==> src/rtl/pipe_skid_reg.sv <==
// pipe_skid_reg: elastic inter-stage pipeline register with a 2-entry skid buffer.
// It registers o_ready, supports synchronous flush, and zeroes the control field on bubbles.
// It also counts downstream transfers in a wrapping debug counter.
// Optional debug single-step hold is enabled by defining PIPE_SKID_HALT_EN (adds i_halt).
module pipe_skid_reg #(
  parameter int unsigned NB_DATA = 32,
  parameter int unsigned NB_CTRL = 8,
  parameter int unsigned NB_CNT  = 16
) (
  input  logic               clk,
  input  logic               i_reset,
  input  logic               i_flush,
`ifdef PIPE_SKID_HALT_EN
  input  logic               i_halt,
`endif
  input  logic               i_valid,
  output logic               o_ready,
  input  logic [NB_DATA-1:0] i_data,
  input  logic [NB_CTRL-1:0] i_ctrl,
  output logic               o_valid,
  input  logic               i_ready,
  output logic [NB_DATA-1:0] o_data,
  output logic [NB_CTRL-1:0] o_ctrl,
  output logic [1:0]         o_occupancy,
  output logic [NB_CNT-1:0]  o_xfer_count
);

  typedef enum logic [1:0] {
    ST_EMPTY = 2'd0,
    ST_ONE   = 2'd1,
    ST_FULL  = 2'd2
  } state_t;

  state_t             state_q, state_d;
  logic [NB_DATA-1:0] main_data_q, main_data_d;
  logic [NB_CTRL-1:0] main_ctrl_q, main_ctrl_d;
  logic [NB_DATA-1:0] skid_data_q, skid_data_d;
  logic [NB_CTRL-1:0] skid_ctrl_q, skid_ctrl_d;
  logic               ready_q, ready_d;
  logic [NB_CNT-1:0]  cnt_q, cnt_d;

  logic halt_c;
  logic valid_c;
  logic ready_c;
  logic in_fire_c;
  logic out_fire_c;

`ifdef PIPE_SKID_HALT_EN
  assign halt_c = i_halt;
`else
  assign halt_c = 1'b0;
`endif

  // Handshake qualifiers; a halt hides both sides of the handshake
  assign valid_c    = (state_q != ST_EMPTY) && !halt_c;
  assign ready_c    = ready_q && !halt_c;
  assign in_fire_c  = i_valid && ready_c;
  assign out_fire_c = valid_c && i_ready;

  assign o_ready      = ready_q;
  assign o_valid      = valid_c;
  assign o_data       = main_data_q;
  assign o_ctrl       = valid_c ? main_ctrl_q : NB_CTRL'(0);
  assign o_occupancy  = state_q;
  assign o_xfer_count = cnt_q;

  // State, storage, ready and counter registers
  always_ff @(posedge clk or negedge i_reset) begin
    if (!i_reset) begin
      state_q     <= ST_EMPTY;
      main_data_q <= '0;
      main_ctrl_q <= '0;
      skid_data_q <= '0;
      skid_ctrl_q <= '0;
      ready_q     <= 1'b0;
      cnt_q       <= '0;
    end else begin
      state_q     <= state_d;
      main_data_q <= main_data_d;
      main_ctrl_q <= main_ctrl_d;
      skid_data_q <= skid_data_d;
      skid_ctrl_q <= skid_ctrl_d;
      ready_q     <= ready_d;
      cnt_q       <= cnt_d;
    end
  end

  // Next-state and storage update; flush wins but a concurrent downstream transfer still counts
  always_comb begin
    state_d     = state_q;
    main_data_d = main_data_q;
    main_ctrl_d = main_ctrl_q;
    skid_data_d = skid_data_q;
    skid_ctrl_d = skid_ctrl_q;
    cnt_d       = cnt_q;

    if (out_fire_c) begin
      cnt_d = cnt_q + NB_CNT'(1);
    end

    if (i_flush) begin
      state_d     = ST_EMPTY;
      main_ctrl_d = '0;
      skid_ctrl_d = '0;
    end else begin
      unique case (state_q)
        ST_EMPTY: begin
          if (in_fire_c) begin
            state_d     = ST_ONE;
            main_data_d = i_data;
            main_ctrl_d = i_ctrl;
          end
        end
        ST_ONE: begin
          if (in_fire_c && !out_fire_c) begin
            state_d     = ST_FULL;
            skid_data_d = i_data;
            skid_ctrl_d = i_ctrl;
          end else if (in_fire_c && out_fire_c) begin
            main_data_d = i_data;
            main_ctrl_d = i_ctrl;
          end else if (out_fire_c) begin
            state_d = ST_EMPTY;
          end
        end
        ST_FULL: begin
          if (out_fire_c) begin
            state_d     = ST_ONE;
            main_data_d = skid_data_q;
            main_ctrl_d = skid_ctrl_q;
          end
        end
        default: begin
          state_d = ST_EMPTY;
        end
      endcase
    end

    ready_d = (state_d != ST_FULL);
  end

endmodule

==> config.mk <==
export PLATFORM = sky130hd
export DESIGN_NAME = pipe_skid_reg
export DESIGN_NICKNAME = d
export VERILOG_FILES = /design/src/rtl/pipe_skid_reg.sv
export SDC_FILE = /design/constraint.sdc
export NUM_CORES = 1
export LEC_CHECK = 0
export CORE_ASPECT_RATIO = 0.9
export CORE_MARGIN = 2
export CORE_UTILIZATION = 30
export CTS_CLUSTER_DIAMETER = 40
export DETAILED_ROUTE_END_ITERATION = 10
export PLACE_DENSITY = 0.62
export SLEW_MARGIN = 20
export SYNTH_ARGS = -nofsm -noshare
export SYNTH_HDL_FRONTEND = slang
export SYNTH_SLANG_ARGS = --single-unit
export TNS_END_PERCENT = 20
==> constraint.sdc <==
create_clock -name clk -period 2.92 [get_ports clk]
set_clock_uncertainty 0.05 [all_clocks]
set_input_delay 0.438 -clock clk [delete_from_list [all_inputs] [get_ports clk]]
set_output_delay 0.438 -clock clk [all_outputs]
set_load 0.02 [all_outputs]
== Word-level counts from Yosys, hierarchy flattened ==
Cells that the tools add are included.
Storage, ports and cells
  bits in registers: 99
  input port bits: 45
  output and inout bits: 60
  logic and storage cells: 57
Cells by class
  add/subtract/negate cells: 1
  equal/unequal tests: 11
  mux-type cells: 22
  bitwise gates (word level): 1
  reduce and logical (&&, ||, !) cells: 15
Operators by type and width (count)
  2-to-1 mux 32 bit: 4
  case mux 32 bit (3 select lines): 1
  2-to-1 mux 8 bit: 9
  case mux 8 bit (3 select lines): 1
  adder 16 x 1 -> 16 bit (second input constant): 1
  2-to-1 mux 2 bit: 6
  != test 3 bit (second input constant): 4
  != test 2 bit (second input constant): 5
  case mux 2 bit (3 select lines): 1
  AND reduction 6 bit: 1
  nonzero test 2 bit: 3
  AND reduction 5 bit: 1
  logical AND 1 bit: 4
  nonzero test 4 bit: 1
  AND reduction 3 bit: 1
  nonzero test 3 bit: 1
  equality test 2 x 1 -> 1 bit (second input constant): 1
  equality test 2 bit (second input constant): 1
  zero test 2 bit: 1
  AND reduction 2 bit: 1
  zero test 1 bit: 1
  inverter 1 bit: 1

== Logic depth before layout (Yosys ltp) ==
Gate-level depths: netlist of run 1.
  depth in word-level cells: 8
  depth in mapped cells: 10
  gate-level depth less buffers: 6

== Worst setup path before layout of run 1 ==
Ideal clock, no wire load.
  path kind: register -> register
  start point: register state_q[1] (netlist: o_occupancy[1])
  end point: register main_data_q[1] (netlist: o_data[1])
  library setup time: 0.125 ns
  arrival: 2.439 ns
  data required time: 2.745 ns
  path slack: 0.307 ns
  stages on the path, launching flop included: 11
  path buffers: 4
  period minus slack after synthesis: 2.613 ns
  cell sequence: dfrtp_1 inv_1 ha_1 buf_2 nand2b_1 clkbuf_1 o32a_1 buf_2 a211oi_4 buf_6 mux2_2
Between the ends
  word-level cells in the longest chain between the ends: 6
  elaborated cells on any way between the ends: 15
  classes of those cells: eq/ne: 6; mux: 1; reduce/logical: 8
Ends and longest elaborated chain
  start: declaration: line 34  | state_t state_q, state_d;
  start signal: assignment: line 78  | state_q <= state_d;
  nonzero test 2 bit: line 55  | assign valid_c = (state_q != ST_EMPTY) && !halt_c;
  logical AND 1 bit: line 58  | assign out_fire_c = valid_c && i_ready;
  zero test 1 bit: line 115  | if (in_fire_c && !out_fire_c) begin
  logical AND 1 bit: line 115
  != test 2 bit (no source line)
  AND reduction 6 bit (no source line)
  end signal: assignment: line 79  | main_data_q <= main_data_d;
  end: declaration: line 35  | logic [NB_DATA-1:0] main_data_q, main_data_d;
Several ways; a longest one is shown, not always the timed one.
A chain may end at the register's enable or synchronous reset.

== Final worst setup path of run 1 ==
  start point: register state_q[1] (netlist: o_occupancy[1])
  end point: output o_ctrl[1]
Between the ends
  word-level cells in the longest chain between the ends: 2
Ends and longest elaborated chain
  nonzero test 2 bit: line 55
  2-to-1 mux 8 bit: line 63  | assign o_ctrl = valid_c ? main_ctrl_q : NB_CTRL'(0);
  end: declaration: line 23  | output logic [NB_CTRL-1:0] o_ctrl,
Every way passes these cells.

==> metrics.yaml, run 1 <==
grt:
  grt_max_degree: 57
  antenna_found_initial: 0
  grtUsageTotal: 0.127
  grt_pass1_vias: 3130
  grt-ovfl-total: 0
  grt_pass1_wl_mm: 16.0
clocking:
  clock-sinks: 99
  cts_max_level: 3
  cts_root_buffer: "clkbuf_16"
  clk_latency_ps: 350
  post_cts_resized: 0
  postCtsSetupBuffers: 0
  cts.reportedPaths.clkPinSlew_ps: 70
  cts_buffers: 9
  cts_tree: "built"
  hold_buffers: 0
  cts_buffer_depth: 2
routing:
  wire_per_inst_um: 14.7
  wirelength_mm: 9.69
  routed_via_density: 4.62
  num_vias: 3049
  drtAntennaViolNets: 0
  first_iter_violations: 127
  drc: 0
  dr.pass1.iters: 4
logic_synthesis:
  synthesis.area_um2: 4540
  yosysWarnings: 0
  synth_top_area_frac: 0.546
  ys_ff_latch: 99
  synth-edff-count: 0
  yosys_most_used_dff: "dfrtp_1"
  ys_async_sr_fraction: 1.00
  synth_commonest_cells: "99 x dfrtp_1, 93 x mux2_2, 22 x nand2_1"
  syn-num-nets: 403
  avgSynthCellArea_um2: 12.9
  synth_cells: 353
  synth_top_area_cell: "dfrtp_1"
  ys_types: 32
  yosysMostFrequentCell: "dfrtp_1"
  yosys-top-cells-area: "dfrtp_1 55%, mux2_2 23%, mux2i_1 3.5%, xnor2_1 2.1%, nand2_1 1.8%"
  yosysSeqAreaShare: 0.546
worst_setup_path:
  r2r_cells: 7
  worstPathArrival_ps: 2170
  worstPathMaxFanout: 11
  rrSetupSlack_ps: 380
  start_kind: "register"
  r2r_end: "o_data[17]$_DFFE_PN0P_"
  crit_path_start: "o_occupancy[1]$_DFF_PN0_"
  critPathRequiredTime_ps: 2430
  crit_type: "register to output port"
  worst_setup_path_end_kind: "output port"
  r2r_start: "o_occupancy[1]$_DFF_PN0_"
placed_design:
  hpwl_mm: 6.59
  gp_congestion: 0.831
  placed_area_um2: 5830
  io_buffers: 104
power:
  max-vdd-ir-drop_mv: 0.394
  p_total_w: 0.00568
  power_density_nw_per_um2: 929
  power.leakage_nw: 2.55
timing:
  tightest_slew_ps: 659
  slew-limit-headroom: 0.560
  hold_viol: 0
  period_share: 0.909
  max_freq_ghz: 0.377
  fin_crit_ps: 2650
  final_max_slew_viol_count: 0
  fin_tns_setup_ps: 0
  setup_viol: 0
  rsz0062_at_grt: "no"
die:
  dieArea_um2: 16100
  rows: 42
  die_w_um: 134
  initial_core_util: 0.307
  ioPinCount: 105
  coreArea_um2: 14800
  die_h_um: 121
status:
  status: "finished, final reports clean"
worst_hold_path:
  hold_path.class: "input port to async pin"
cells_and_area:
  num-fill-cells: 1374
  nNetsFinal: 507
  drive_above_1_share: 0.264
  design_area_um2: 6110
  syn_to_final_growth_pct: 34.6
  n_antenna_cell: 0
  finalCoreUtilization: 0.414
run:
  drv_cap: 0
==> kinds of logic after synthesis <==
| group | synth area share |
|---|---|
| xor gates and xnor gates | 0.0309 |
| muxes | 0.273 |
| adders and majority gates | 0.0138 |
| DFF | 0.546 |
| buffers and inverters | 0.0311 |
| and+or+nand+nor | 0.0651 |
| AOI/OAI and AO/OA | 0.0400 |
==> cell type report <==
cell class	instances	area, um^2	share of cell area
Clock inverter	6	41.3	0.00676
Inverter	11	41.3	0.00676
Timing Repair Buffer	112	1140	0.186
Tap cell	198	248	0.0405
Multi-Input combinational cell	224	1930	0.316
Clock buffer	10	239	0.0391
Sequential cell	99	2480	0.405
==> report_power, final <==
group	leakage, nW	switching (W)	internal, W
logic	1.19	0.00109	0.00124
clock network	0.130	0.000527	0.000599
registers	1.23	0.000297	0.00192
total	2.55	0.00192	0.00376
==> cells in the final DEF (no fill, tap or decap), types with 4 or more instances in the layout <==
| cell | n |
|---|---|
| clkdlybuf4s50_1 | 103 |
| dfrtp_1 | 99 |
| mux2_2 | 93 |
| nand2_1 | 22 |
| nor2_1 | 20 |
| mux2i_1 | 16 |
| inv_1 | 11 |
| xnor2_1 | 11 |
| a21oi_1 | 9 |
| clkbuf_16 | 9 |
| a211oi_1 | 8 |
| nand3_1 | 7 |
| buf_4 | 6 |
| xor2_1 | 5 |
| and3_1 | 4 |
| ha_1 | 4 |
==> worst max-delay path: stages (launching register included) <==
cell and delay [ps]:
dfrtp_1 470, inv_1 120, ha_1 290, buf_4 210, nor2_1 120, clkdlybuf4s50_1 610
==> routing by layer <==
layer | vias to the layer above | GRT usage | wire length (um)
li1 | 1443 | - | -
met1 | 1522 | 0.165 | 4590
met2 | 76 | 0.200 | 4460
met3 | 8 | 0.0398 | 506
met4 | 0 | 0.0479 | 130
met5 | - | 0 | 0
==> state kept, by name, indices dropped and copies added, names as in the netlist <==
name          cells
main_ctrl_q       8
skid_data_q      32
o_ready           1
o_xfer_count     16
o_occupancy       2
skid_ctrl_q       8
o_data           32
==> per-stage QoR <==
step | worst slack (ps) | hold WS [ps] | cells
detailed placement | 299 | 420 | 644
global route | 135 | 76.4 | 660
global placement | 320 | 412 | 644
finish | 265 | 37.5 | 660
floorplan | 307 | 92.4 | 353
CTS | 248 | 45.2 | 660
==> how the worst max path moves through the flow <==
stage / end / slack (ps) / cells after the start
after global placement: o_data[17]$_DFFE_PN0P_ / 320 / 6
after CTS: o_ctrl[7] / 250 / 5
after detailed placement: o_data[21]$_DFFE_PN0P_ / 300 / 6
after floorplan: o_data[1]$_DFFE_PN0P_ / 310 / 10
final: o_ctrl[1] / 270 / 5
after global routing: o_ctrl[1] / 140 / 5
Power figures use the tool's default switching activity.
==> inputs of run 2 (changes only) <==
--- a/config.mk
+++ b/config.mk
@@ -5,6 +5,7 @@
 export SDC_FILE = /design/constraint.sdc
 export NUM_CORES = 1
 export LEC_CHECK = 0
+export CAP_MARGIN = 15
 export CORE_ASPECT_RATIO = 0.9
 export CORE_MARGIN = 2
 export CORE_UTILIZATION = 30
==> results of run 2 <==
Final layout, timing and power as in run 1 (identical DEF).
==> inputs of run 3 (changes only) <==
--- a/config.mk
+++ b/config.mk
@@ -5,13 +5,15 @@
 export SDC_FILE = /design/constraint.sdc
 export NUM_CORES = 1
 export LEC_CHECK = 0
+export ABC_AREA = 1
 export CAP_MARGIN = 15
 export CORE_ASPECT_RATIO = 0.9
 export CORE_MARGIN = 2
 export CORE_UTILIZATION = 30
 export CTS_CLUSTER_DIAMETER = 40
 export DETAILED_ROUTE_END_ITERATION = 10
-export PLACE_DENSITY = 0.62
+export HOLD_SLACK_MARGIN = 0.06
+export PLACE_DENSITY = 0.61
 export SLEW_MARGIN = 20
 export SYNTH_ARGS = -nofsm -noshare
 export SYNTH_HDL_FRONTEND = slang
==> metrics.yaml, run 3 <==
status:
  status: "finished, final reports clean"
clocking:
  cts_buffers: 9
  cts_tree: "built"
  clock-sinks: 99
  cts.reportedPaths.clkPinSlew_ps: 60
  cts_buffer_depth: 2
  postCtsSetupBuffers: 0
  clk_latency_ps: 350
  hold_buffers: 0
  post_cts_resized: 0
  cts_root_buffer: "clkbuf_16"
  cts_max_level: 3
logic_synthesis:
  synth-edff-count: 0
  synthesis.area_um2: 4670
  ys_async_sr_fraction: 1.00
  synth_top_area_frac: 0.531
  synth_cells: 585
  yosys-top-cells-area: "dfrtp_1 53%, nand2_1 15%, o21ai_1 7.3%, inv_1 5.4%, o21ai_0 5.4%"
  ys_ff_latch: 99
  yosys_most_used_dff: "dfrtp_1"
  yosysSeqAreaShare: 0.531
  yosysWarnings: 0
  yosysMostFrequentCell: "nand2_1"
  synth_commonest_cells: "184 x nand2_1, 99 x dfrtp_1, 68 x o21ai_1"
  avgSynthCellArea_um2: 7.98
  ys_types: 26
  syn-num-nets: 635
  synth_top_area_cell: "dfrtp_1"
grt:
  antenna_found_initial: 0
  grt_max_degree: 66
  grt_pass1_wl_mm: 18.5
  grt-ovfl-total: 0
  grtUsageTotal: 0.144
  grt_pass1_vias: 3540
cells_and_area:
  drive_above_1_share: 0.0499
  layout_common_cells: "184 x nand2_1, 103 x clkdlybuf4s50_1, 99 x dfrtp_1"
  syn_to_final_growth_pct: 33.0
  nNetsFinal: 727
  n_antenna_cell: 0
  final_common_cell: "nand2_1"
die:
  coreArea_um2: 15300
  rows: 43
  ioPinCount: 105
  initial_core_util: 0.305
  dieArea_um2: 16600
  die_w_um: 136
  die_h_um: 122
worst_setup_path:
  worstPathArrival_ps: 2030
  crit_type: "register to output port"
  r2r_start: "o_occupancy[0]$_DFF_PN0_"
  r2r_cells: 9
  worst_setup_path_end_kind: "output port"
  crit_path_start: "o_occupancy[0]$_DFF_PN0_"
  worstPathMaxFanout: 12
  critPathRequiredTime_ps: 2430
  start_kind: "register"
routing:
  drc: 0
  drtAntennaViolNets: 0
  wire_per_inst_um: 12.8
  wirelength_mm: 11.3
  num_vias: 3847
  first_iter_violations: 243
  routed_via_density: 4.35
  dr.pass1.iters: 4
placed_design:
  io_buffers: 104
  gp_congestion: 0.789
  dp_slack_ps: 387
  hpwl_mm: 7.70
timing:
  fin_crit_ps: 2520
  setup_ws_ps: 400
  hold_viol: 0
  tightest_slew_ps: 856
  slew-limit-headroom: 0.429
  max_freq_ghz: 0.397
  fin_tns_setup_ps: 0
  period_share: 0.863
  final_max_slew_viol_count: 0
  worst_hold_slack_ps: 134
  rsz0062_at_grt: "no"
  setup_viol: 0
worst_hold_path:
  hold_path.class: "input port to async pin"
power:
  max-vdd-ir-drop_mv: 0.301
  power_density_nw_per_um2: 776
  power.leakage_nw: 2.91
run:
  drv_cap: 0
run 3: changes by cell type in the layout (fill, tap and decap cells not counted), sizes merged, moves of 8 or more:
cell / change
nand2: +164
o21ai: +119
mux2: -96
inv: +61
nand3: +18
mux2i: -16
a211oi: -9
xnor2: -9
nor2: +8
run 3: layout make-up:
| type | instances | area (um^2) |
|---|---|---|
| inverter | 72 | 270 |
| clock buffer | 10 | 229 |
| timing repair buffer | 110 | 1110 |
| multi-input combinational | 385 | 1780 |
| sequential | 99 | 2480 |
| clock inverter | 6 | 88.8 |
| fill | 1600 | 9130 |
| tap | 202 | 253 |
run 3: metal layers:
layer	GRT usage	vias to the layer above	part of all wire
li1	-	2022	-
met3	0.0302	12	0.036
met4	0.0527	0	0.016
met5	0	-	0
met1	0.203	1741	0.50
met2	0.220	72	0.45
run 3: power by group:
part,internal [W],total (W),switching (W)
logic,0.000661,0.00150,0.000835
registers,0.00180,0.00204,0.000245
clock network,0.000753,0.00128,0.000524
total,0.00321,0.00482,0.00160
run 3: path summary, 6_finish.rpt:
kind	endpoint	slack [ps]
max	o_ctrl[6]	400
min	skid_data_q[27]$_DFFE_PN0P_	130
max reg2reg	skid_data_q[6]$_DFFE_PN0P_	410
min reg2reg	o_data[17]$_DFFE_PN0P_	430
max in group asynchronous	skid_data_q[10]$_DFFE_PN0P_	2000
min in group clk	o_data[17]$_DFFE_PN0P_	430
run 3: per-stage QoR:
stage                     utilization  cell area, um^2  std cells  power, W
after floorplan                     -             4670        585   0.00288
after global placement          0.384             5890        868   0.00357
after detailed placement        0.384             5890        868   0.00359
after CTS                       0.405             6210        884   0.00489
after global routing            0.405             6210        884   0.00514
final                           0.405             6210        884   0.00482
run 3: cells by family after synthesis:
| family | after synthesis | synth area share |
|---|---|---|
| DFF | 99 | 0.531 |
| buffers and inverters | 101 | 0.0884 |
| AOI/OAI and AO/OA | 124 | 0.135 |
| xor gates and xnor gates | 11 | 0.0206 |
| and+or+nand+nor | 245 | 0.212 |
| adders and majority gates | 5 | 0.0134 |
run 3: worst max-delay path, stage by stage, from the launching register on:
cell and delay (ps):
dfrtp_1 450, inv_1 90, ha_1 360, nor2_1 170
clkdlybuf4s50_1 610
